`config.mk`:
```
export PLATFORM = sky130hd
export DESIGN_NAME = barrel_rotator_pipe
export DESIGN_NICKNAME = d
export VERILOG_FILES = /design/src/rtl/barrel_pkg.sv /design/src/rtl/barrel_stage.sv /design/src/rtl/barrel_rotator_pipe.sv
export SDC_FILE = /design/constraint.sdc
export NUM_CORES = 1
export LEC_CHECK = 0
export ABC_AREA = 1
export ABC_CLOCK_PERIOD_IN_PS = 1000
export CORE_UTILIZATION = 48
export DETAILED_ROUTE_END_ITERATION = 10
export GPL_ROUTABILITY_DRIVEN = 0
export PLACE_DENSITY = 0.75
export SLEW_MARGIN = 15
export SYNTH_ARGS = -nofsm -noshare
export SYNTH_HDL_FRONTEND = slang
export SYNTH_SLANG_ARGS = --single-unit
```
`constraint.sdc`:
```
create_clock -name clk -period 1 [get_ports clk]
set_clock_uncertainty 0.1 [all_clocks]
set_input_delay 0.15 -clock clk [delete_from_list [all_inputs] [get_ports clk]]
set_output_delay 0.15 -clock clk [all_outputs]
set_load 0.03 [all_outputs]
```
`src/rtl/barrel_pkg.sv`:
```
// Shared types for the pipelined barrel shifter/rotator.
// Optional carry output is controlled by the BARREL_CARRY_OUT_EN macro in the users of this package.
package barrel_pkg;

    // Operation selected per beat; the reserved code behaves as a logical shift.
    typedef enum logic [1:0] {
        MODE_ROT = 2'b00,
        MODE_LSH = 2'b01,
        MODE_ASH = 2'b10,
        MODE_RSV = 2'b11
    } barrel_mode_e;

    localparam logic DIR_RIGHT = 1'b0;
    localparam logic DIR_LEFT  = 1'b1;

    // Control fields that travel with every beat through the pipeline.
    typedef struct packed {
        logic         dir;
        barrel_mode_e mode;
    } barrel_ctrl_t;

endpackage

```
`src/rtl/barrel_stage.sv`:
```
// One pipeline stage: conditional shift/rotate by 2^K plus payload/valid register.
// With BARREL_CARRY_OUT_EN defined, a carry bit is carried alongside the data.
module barrel_stage
    import barrel_pkg::*;
#(
    parameter int WIDTH = 8,
    parameter int SHW   = 3,
    parameter int K     = 0
) (
    input  logic             clk,
    input  logic             rst_n,
    input  logic             en_i,
    input  logic             valid_i,
    input  logic [WIDTH-1:0] data_i,
    input  logic             dir_i,
    input  barrel_mode_e     mode_i,
`ifdef BARREL_CARRY_OUT_EN
    input  logic             carry_i,
    output logic             carry_o,
`endif
    output logic             valid_o,
    output logic [WIDTH-1:0] data_o,
    output logic             dir_o,
    output barrel_mode_e     mode_o,
    input  logic [SHW-1:0]   amt_i,
    output logic [SHW-1:0]   amt_o
);

    localparam int S = 1 << K;

    typedef struct packed {
        logic [WIDTH-1:0] data;
        barrel_ctrl_t     ctrl;
        logic [SHW-1:0]   amt;
`ifdef BARREL_CARRY_OUT_EN
        logic             carry;
`endif
    } payload_t;

    logic [WIDTH-1:0] shifted_s;
    payload_t         pay_d;
    payload_t         pay_q;
    logic             valid_d;
    logic             valid_q;

    // Shift or rotate by 2^K when this stage's amount bit is set, else pass through.
    always_comb begin
        shifted_s = data_i;
        if (amt_i[K]) begin
            if (dir_i == DIR_LEFT) begin
                case (mode_i)
                    MODE_ROT: shifted_s = {data_i[WIDTH-S-1:0], data_i[WIDTH-1:WIDTH-S]};
                    default:  shifted_s = {data_i[WIDTH-S-1:0], {S{1'b0}}};
                endcase
            end else begin
                case (mode_i)
                    MODE_ROT: shifted_s = {data_i[S-1:0], data_i[WIDTH-1:S]};
                    MODE_ASH: shifted_s = {{S{data_i[WIDTH-1]}}, data_i[WIDTH-1:S]};
                    default:  shifted_s = {{S{1'b0}}, data_i[WIDTH-1:S]};
                endcase
            end
        end else begin
            shifted_s = data_i;
        end
    end

    // Assemble the payload to be captured by this stage.
    always_comb begin
        pay_d.data      = shifted_s;
        pay_d.ctrl.dir  = dir_i;
        pay_d.ctrl.mode = mode_i;
        pay_d.amt       = amt_i;
`ifdef BARREL_CARRY_OUT_EN
        pay_d.carry     = carry_i;
`endif
        valid_d         = valid_i;
    end

    // Stage register: advances only when the whole pipeline advances.
    always_ff @(posedge clk or negedge rst_n) begin
        if (!rst_n) begin
            valid_q <= 1'b0;
            pay_q   <= '0;
        end else if (en_i) begin
            valid_q <= valid_d;
            pay_q   <= pay_d;
        end
    end

    assign valid_o = valid_q;
    assign data_o  = pay_q.data;
    assign dir_o   = pay_q.ctrl.dir;
    assign mode_o  = pay_q.ctrl.mode;
    assign amt_o   = pay_q.amt;
`ifdef BARREL_CARRY_OUT_EN
    assign carry_o = pay_q.carry;
`endif

endmodule

```
`src/rtl/barrel_rotator_pipe.sv`:
```
// Pipelined barrel shifter/rotator with valid/ready handshake, one log2 stage per register.
// Define BARREL_CARRY_OUT_EN to add the out_carry port (last bit shifted out).
module barrel_rotator_pipe
    import barrel_pkg::*;
#(
    parameter int WIDTH = 8,
    localparam int SHW  = $clog2(WIDTH)
) (
    input  logic             clk,
    input  logic             rst_n,
    input  logic             in_valid,
    output logic             in_ready,
    input  logic [WIDTH-1:0] in_data,
    input  logic [SHW-1:0]   in_amt,
    input  logic             in_dir,
    input  logic [1:0]       in_mode,
    output logic             out_valid,
    input  logic             out_ready,
    output logic [WIDTH-1:0] out_data
`ifdef BARREL_CARRY_OUT_EN
    ,
    output logic             out_carry
`endif
);

    localparam logic [SHW-1:0] AMT_ZERO = '0;
    localparam logic [SHW-1:0] AMT_ONE  = SHW'(1);

    logic             adv_s;
    logic             stg_valid_in_s  [SHW];
    logic             stg_valid_out_s [SHW];
    logic [WIDTH-1:0] stg_data_in_s   [SHW];
    logic [WIDTH-1:0] stg_data_out_s  [SHW];
    logic             stg_dir_in_s    [SHW];
    logic             stg_dir_out_s   [SHW];
    barrel_mode_e     stg_mode_in_s   [SHW];
    barrel_mode_e     stg_mode_out_s  [SHW];
    logic [SHW-1:0]   stg_amt_in_s    [SHW];
    logic [SHW-1:0]   stg_amt_out_s   [SHW];
`ifdef BARREL_CARRY_OUT_EN
    logic             stg_carry_in_s  [SHW];
    logic             stg_carry_out_s [SHW];
    logic [SHW-1:0]   carry_idx_s;
    logic             carry_first_s;

    // Select the last bit that leaves the word, taken from the original input.
    always_comb begin
        carry_idx_s   = AMT_ZERO;
        carry_first_s = 1'b0;
        if (in_amt == AMT_ZERO) begin
            carry_first_s = 1'b0;
        end else begin
            if (in_dir == DIR_LEFT) begin
                carry_idx_s = AMT_ZERO - in_amt;
            end else begin
                carry_idx_s = in_amt - AMT_ONE;
            end
            carry_first_s = in_data[carry_idx_s];
        end
    end
`endif

    // Whole pipeline moves together whenever the output slot is free or being drained.
    assign adv_s    = out_ready | ~out_valid;
    assign in_ready = adv_s;

    for (genvar k = 0; k < SHW; k++) begin : g_stage
        if (k == 0) begin : g_head
            assign stg_valid_in_s[k] = in_valid;
            assign stg_data_in_s[k]  = in_data;
            assign stg_dir_in_s[k]   = in_dir;
            assign stg_mode_in_s[k]  = barrel_mode_e'(in_mode);
            assign stg_amt_in_s[k]   = in_amt;
`ifdef BARREL_CARRY_OUT_EN
            assign stg_carry_in_s[k] = carry_first_s;
`endif
        end else begin : g_link
            assign stg_valid_in_s[k] = stg_valid_out_s[k-1];
            assign stg_data_in_s[k]  = stg_data_out_s[k-1];
            assign stg_dir_in_s[k]   = stg_dir_out_s[k-1];
            assign stg_mode_in_s[k]  = stg_mode_out_s[k-1];
            assign stg_amt_in_s[k]   = stg_amt_out_s[k-1];
`ifdef BARREL_CARRY_OUT_EN
            assign stg_carry_in_s[k] = stg_carry_out_s[k-1];
`endif
        end

        barrel_stage #(
            .WIDTH (WIDTH),
            .SHW   (SHW),
            .K     (k)
        ) u_stage (
            .clk     (clk),
            .rst_n   (rst_n),
            .en_i    (adv_s),
            .valid_i (stg_valid_in_s[k]),
            .data_i  (stg_data_in_s[k]),
            .dir_i   (stg_dir_in_s[k]),
            .mode_i  (stg_mode_in_s[k]),
`ifdef BARREL_CARRY_OUT_EN
            .carry_i (stg_carry_in_s[k]),
            .carry_o (stg_carry_out_s[k]),
`endif
            .valid_o (stg_valid_out_s[k]),
            .data_o  (stg_data_out_s[k]),
            .dir_o   (stg_dir_out_s[k]),
            .mode_o  (stg_mode_out_s[k]),
            .amt_i   (stg_amt_in_s[k]),
            .amt_o   (stg_amt_out_s[k])
        );
    end

    // Outputs come straight from the last stage register.
    assign out_valid = stg_valid_out_s[SHW-1];
    assign out_data  = stg_data_out_s[SHW-1];
`ifdef BARREL_CARRY_OUT_EN
    assign out_carry = stg_carry_out_s[SHW-1];
`endif

    // Control fields of the final stage have no consumer beyond the pipeline.
    logic unused_tail_s;
    assign unused_tail_s = ^{stg_dir_out_s[SHW-1], stg_mode_out_s[SHW-1], stg_amt_out_s[SHW-1]};

endmodule
```
Yosys cells after proc, flatten, opt, wreduce, memory -nomap -nowiden
Index checks and enable logic that the tools add are counted.
Storage, ports and cells
  register bits: 39
  bits of input ports: 18
Cells by class
  reduce and logical (&&, ||, !) cells: 3
  bitwise operators: 2
  eq/ne operators: 3
  mux-type cells: 12
Operator list (count)
  two-way mux 8 bit: 6
  case mux 8 bit (2 select lines): 3
  == test 2 bit, second input constant: 3
  logical NOT 2 bit: 3
  two-way mux 4 bit: 1
  two-way mux 2 bit: 1
  two-way mux 1 bit: 1
  inverter 1 bit: 1
  OR 1 bit: 1

Longest topological paths before layout
Gate-level depths: netlist of the first run.
  depth after elaboration: 4
  mapped depth: 7
  gate-level depth less buffers: 7

Hierarchy
Synthesis of the first run repeated with hierarchy kept, for this count alone.
Unflattened totals
  cell total of the unflattened synthesis: 298
  area total of the unflattened synthesis: 2247.2 µm²
By module, submodules not included
  barrel_stage at g_stage[1].u_stage: cells an instance 106, instances 1, area an instance 774.5 µm²
  barrel_stage at g_stage[0].u_stage: cells an instance 98, instances 1, area an instance 745.7 µm²
  barrel_stage at g_stage[2].u_stage: cells an instance 92, instances 1, area an instance 719.4 µm²
  barrel_rotator_pipe: cells an instance 2, instances 1, area an instance 7.5 µm²

Least setup slack after synthesis of the first run
Ideal clock, no wire load.
  path type: register -> register
  from: register g_stage[2].u_stage.valid_q
  to: register g_stage[0].u_stage.pay_q (netlist bit g_stage[0].u_stage.amt_o[2])
  arrival: 1.253 ns
  library setup time: 0.117 ns
  cell stages (with the launch flop): 8
  setup slack: -0.470 ns
  path through: dfrtp_1 -> inv_1 -> nor2_4 -> inv_2 -> buf_6 -> buf_2 -> nand2_1 -> nand2_1
On the way
  cells in the longest elaborated chain, start to end: 2
Ends and longest elaborated chain
  start: declaration: line barrel_stage.sv:44  | logic valid_q;
  start signal: assignment: line barrel_stage.sv:85  | valid_q <= valid_d;
  inverter 1 bit: line barrel_rotator_pipe.sv:64  | assign adv_s = out_ready | ~out_valid;
  OR 1 bit: line barrel_rotator_pipe.sv:64
  via in_ready: line barrel_rotator_pipe.sv:12  | output logic in_ready,
  end signal: assignment: line barrel_stage.sv:86  | pay_q <= pay_d;
  end: declaration: line barrel_stage.sv:42  | payload_t pay_q;
The timed path passes the listed nets, and every way through them passes these cells.
A chain may end at the register's enable or synchronous reset.

Worst setup path after layout of the first run
  from: register g_stage[2].u_stage.valid_q
  to: output port in_ready
On the way
  cells in the longest elaborated chain, start to end: 2
Ends and longest elaborated chain (line)
  inverter 1 bit: barrel_rotator_pipe.sv:64
  OR 1 bit: barrel_rotator_pipe.sv:64
  end: declaration: barrel_rotator_pipe.sv:12
Every way passes these cells.

==> flow_summary.ini, run 1 <==
[sta]
setup_viol = 46
hold_viol_final = 0
fin_crit_sh = 1.35
tightest_slew_ns = 0.407
hold_ws_ns = 0.126
rsz0062_at_grt = true
max-slew-margin-rel = 0.729
setup-tns-final_ns = -9.51
layout_min_cycle_time_ns = 1.35
slew_violations = 0
fin_ws_ns = -0.348
max_freq_mhz = 742

[clocking]
cts_root_buf = clkbuf_8
clkTransAtPathRegs_ns = 0.07
cts_hold_buf = 0
clkLatencyLatePin_ns = 0.29
cts_buffer_depth = 2
clkSinkCount = 36
cts_tree = done
htreeDepth = 2
numCtsBuffers = 5

[hold_path]
hold_path.class = primary input to asynchronous set/reset pin

[worst_setup_path]
worst_ep_arrival_time_ns = 1.10
critical_path_class = flip-flop to output port
critPathTopFamily = flip-flops
crit_buf_inv = 4
cp.depth = 5
reg2reg_slack_ns = -0.30
crit_path_max_fanout = 2
r2r_start = g_stage[2].u_stage.valid_o
required_ns = 0.75
crit_chain = inv_2, nor2_4, inv_2, buf_6, buf_6
crit_slowest_cell = dfrtp_2
end_kind = output port
crit_path_end = in_ready
crit_path_start_kind = flip-flop
r2r-end = g_stage[1].u_stage.data_o[7]
slowest_delay_ns = 0.42
rr_worst_depth = 8
cp-startpoint = g_stage[2].u_stage.valid_o

[global_route]
grt_max_degree = 37
grt_pass1_wl_mm = 7.91
grt_overflow = 0
antenna_found_initial = 0
track_usage = 0.250
grt_pass1_vias = 1825

[logic_synthesis]
ys_warn_count = 0
syn_nets = 282
synth.distinct_cells = 17
syn-cell-area_um2 = 1890
netlist_instances = 264
netlist.area_leader.share = 0.477
ys_ff_latch = 36
syn-mean-instance-area_um2 = 7.15
yosysTopAreaCell = dfrtp_1
ys_seq_area_frac = 0.477
ys_top_cells_by_area = dfrtp_1 (48%), nand2_1 (18%), inv_1 (6.8%)

[detailed_routing]
dr.pass1.iters = 4
drt_first_iter_violations = 62
wirelength_mm = 4.67
vias = 1874
ant_nets = 0
post_drt_wl_per_cell_um = 12.3
drt-vias-per-instance = 4.93
route.detailed.drc = 0

[floorplan]
rows = 22
io_pins = 28
die-area_um2 = 4190
die_height_um = 64.7
start_util = 0.508
design.core.area_um2 = 3720
fp.dieW_um = 64.7

[power]
p_clk_frac = 0.165
sequentialPowerShare = 0.323
power.leakage_nw = 1.43
switchingPower_w = 0.00291
combPwrFrac = 0.513
power_w = 0.00758
ir_worst_vdd_uv = 984
internal_power_w = 0.00467
p_per_area_nw_per_um2 = 2690
p_sw_frac = 0.384

[layout]
drive_gt1_frac = 0.256
n_antenna_cell = 0
syn2layout_area_growth_pct = 49.1
final_area_um2 = 2810
final_util = 0.757
nNetsFinal = 349

[placed_design]
numPortBuffers = 27
place_hpwl_mm = 2.82
dpl_cell_area_um2 = 2350

[job]
cap_viol_max_count = 0

[outcome]
violations = setup timing
status = complete, but fails checks
==> logic make-up (layout without fill, tap and decap cells) <==
| kind of cell | after synthesis | after routing | share of synthesized area |
|---|---|---|---|
| AO/OA/AOI/OAI | 49 | 49 | 0.138 |
| buffers and inverters | 47 | 115 | 0.108 |
| flip-flops | 36 | 36 | 0.477 |
| AND/OR/NAND/NOR | 132 | 132 | 0.277 |
==> state kept, by name, indices dropped and copies added, names as in the netlist <==
name and flops:
g_stage.u_stage.data_o 24, g_stage.u_stage.dir_o 2, g_stage.u_stage.valid_o 3, g_stage.u_stage.amt_o 3
g_stage.u_stage.mode_o 4
==> repair_timing <==
item,in CTS,in global routing
gates resized for setup,29,16
buffers inserted,9,5
setup endpoints to repair,46,46
endpoints found under the hold margin,0,0
cloned,4,0
pin swaps,2,6
==> worst reg2reg max path: stages (launching register included) <==
cell,delay (ns)
dfrtp_2,0.38
inv_2,0.05
nor2_4,0.09
inv_2,0.06
buf_6,0.14
buf_12,0.13
buf_16,0.14
nor2_2,0.07
a21oi_1,0.04
==> Yosys cell counts <==
library cell  number
nand2_1           89
dfrtp_1           36
inv_1             34
nor2_1            27
a21oi_1           19
nand3_1           15
o21ai_0           11
a31oi_1           10
o21ai_1            8
buf_2              7
buf_6              2
buf_4              1
clkbuf_1           1
clkinv_1           1
inv_2              1
nor2_4             1
o211ai_1           1
==> final cells by class <==
| type | count | area (um2) |
|---|---|---|
| repair buffers | 71 | 747 |
| fillers | 281 | 903 |
| clock inverters | 2 | 35.0 |
| flip-flops and latches | 36 | 902 |
| inverters | 36 | 139 |
| clock buffers | 6 | 72.6 |
| well taps | 48 | 60.1 |
| multi-input cells | 181 | 857 |
==> layout by cell type (no fill, tap or decap), types with 3 or more instances in the layout <==
master,instances
nand2_1,85
dfrtp_1,35
buf_4,33
inv_1,32
nor2_1,25
clkdlybuf4s50_1,17
nand3_1,15
buf_6,13
a21oi_1,11
a31oi_1,10
o21ai_1,9
a21oi_2,7
o21ai_0,6
clkbuf_8,5
nand2_2,4
buf_12,4
inv_2,3
o21ai_2,3
==> stage by stage <==
stage          instances  setup slack [ns]
2_1_floorplan        264            -0.281
3_3_place_gp         354            -0.366
3_5_place_dp         354            -0.433
4_1_cts              375            -0.314
5_1_grt              380            -0.391
6_report             380            -0.348
==> power groups by stage <==
stage | logic, W | registers (W) | clock network [W]
CTS | 0.00359 | 0.00242 | 0.00126
detailed placement | 0.00285 | 0.00242 | 0
global placement | 0.00279 | 0.00239 | 0
global route | 0.00427 | 0.00252 | 0.00133
floorplan | 0.00149 | 0.00274 | 0
finish | 0.00388 | 0.00245 | 0.00125
==> layer usage <==
layer | GRT usage | up-vias | share of wire
met1 | 0.277 | 846 | 0.39
met3 | 0.0475 | 9 | 0.045
met4 | 0.100 | 0 | 0.018
met5 | 0 | - | 0
met2 | 0.466 | 57 | 0.54
li1 | - | 962 | -
==> worst min path at each step <==
stage                               start                            to  slack (ns)  cells past startpoint
3_5_place_dp   g_stage[1].u_stage.valid_o    g_stage[2].u_stage.valid_o        0.34                      2
5_1_grt                             rst_n  g_stage[2].u_stage.data_o[0]        0.14                      2
4_1_cts                             rst_n  g_stage[2].u_stage.data_o[0]        0.13                      2
3_3_place_gp   g_stage[1].u_stage.valid_o    g_stage[2].u_stage.valid_o        0.34                      2
2_1_floorplan                       rst_n   g_stage[0].u_stage.amt_o[1]       -0.25                      0
6_report                            rst_n  g_stage[2].u_stage.data_o[7]        0.13                      2
Power figures use the tool's default switching activity.
==> inputs of run 2 (changes only) <==
--- a/config.mk
+++ b/config.mk
@@ -11,7 +11,6 @@
 export DETAILED_ROUTE_END_ITERATION = 10
 export GPL_ROUTABILITY_DRIVEN = 0
 export PLACE_DENSITY = 0.75
-export SLEW_MARGIN = 15
 export SYNTH_ARGS = -nofsm -noshare
 export SYNTH_HDL_FRONTEND = slang
 export SYNTH_SLANG_ARGS = --single-unit
==> results of run 2 <==
Final layout, timing and power as in run 1 (identical DEF).
==> inputs of run 3 (changes only) <==
--- a/config.mk
+++ b/config.mk
@@ -8,6 +8,7 @@
 export ABC_AREA = 1
 export ABC_CLOCK_PERIOD_IN_PS = 1000
 export CORE_UTILIZATION = 48
+export CTS_CLUSTER_SIZE = 24
 export DETAILED_ROUTE_END_ITERATION = 10
 export GPL_ROUTABILITY_DRIVEN = 0
 export PLACE_DENSITY = 0.75
==> results of run 3 <==
Final layout, timing and power as in run 1 (identical DEF).
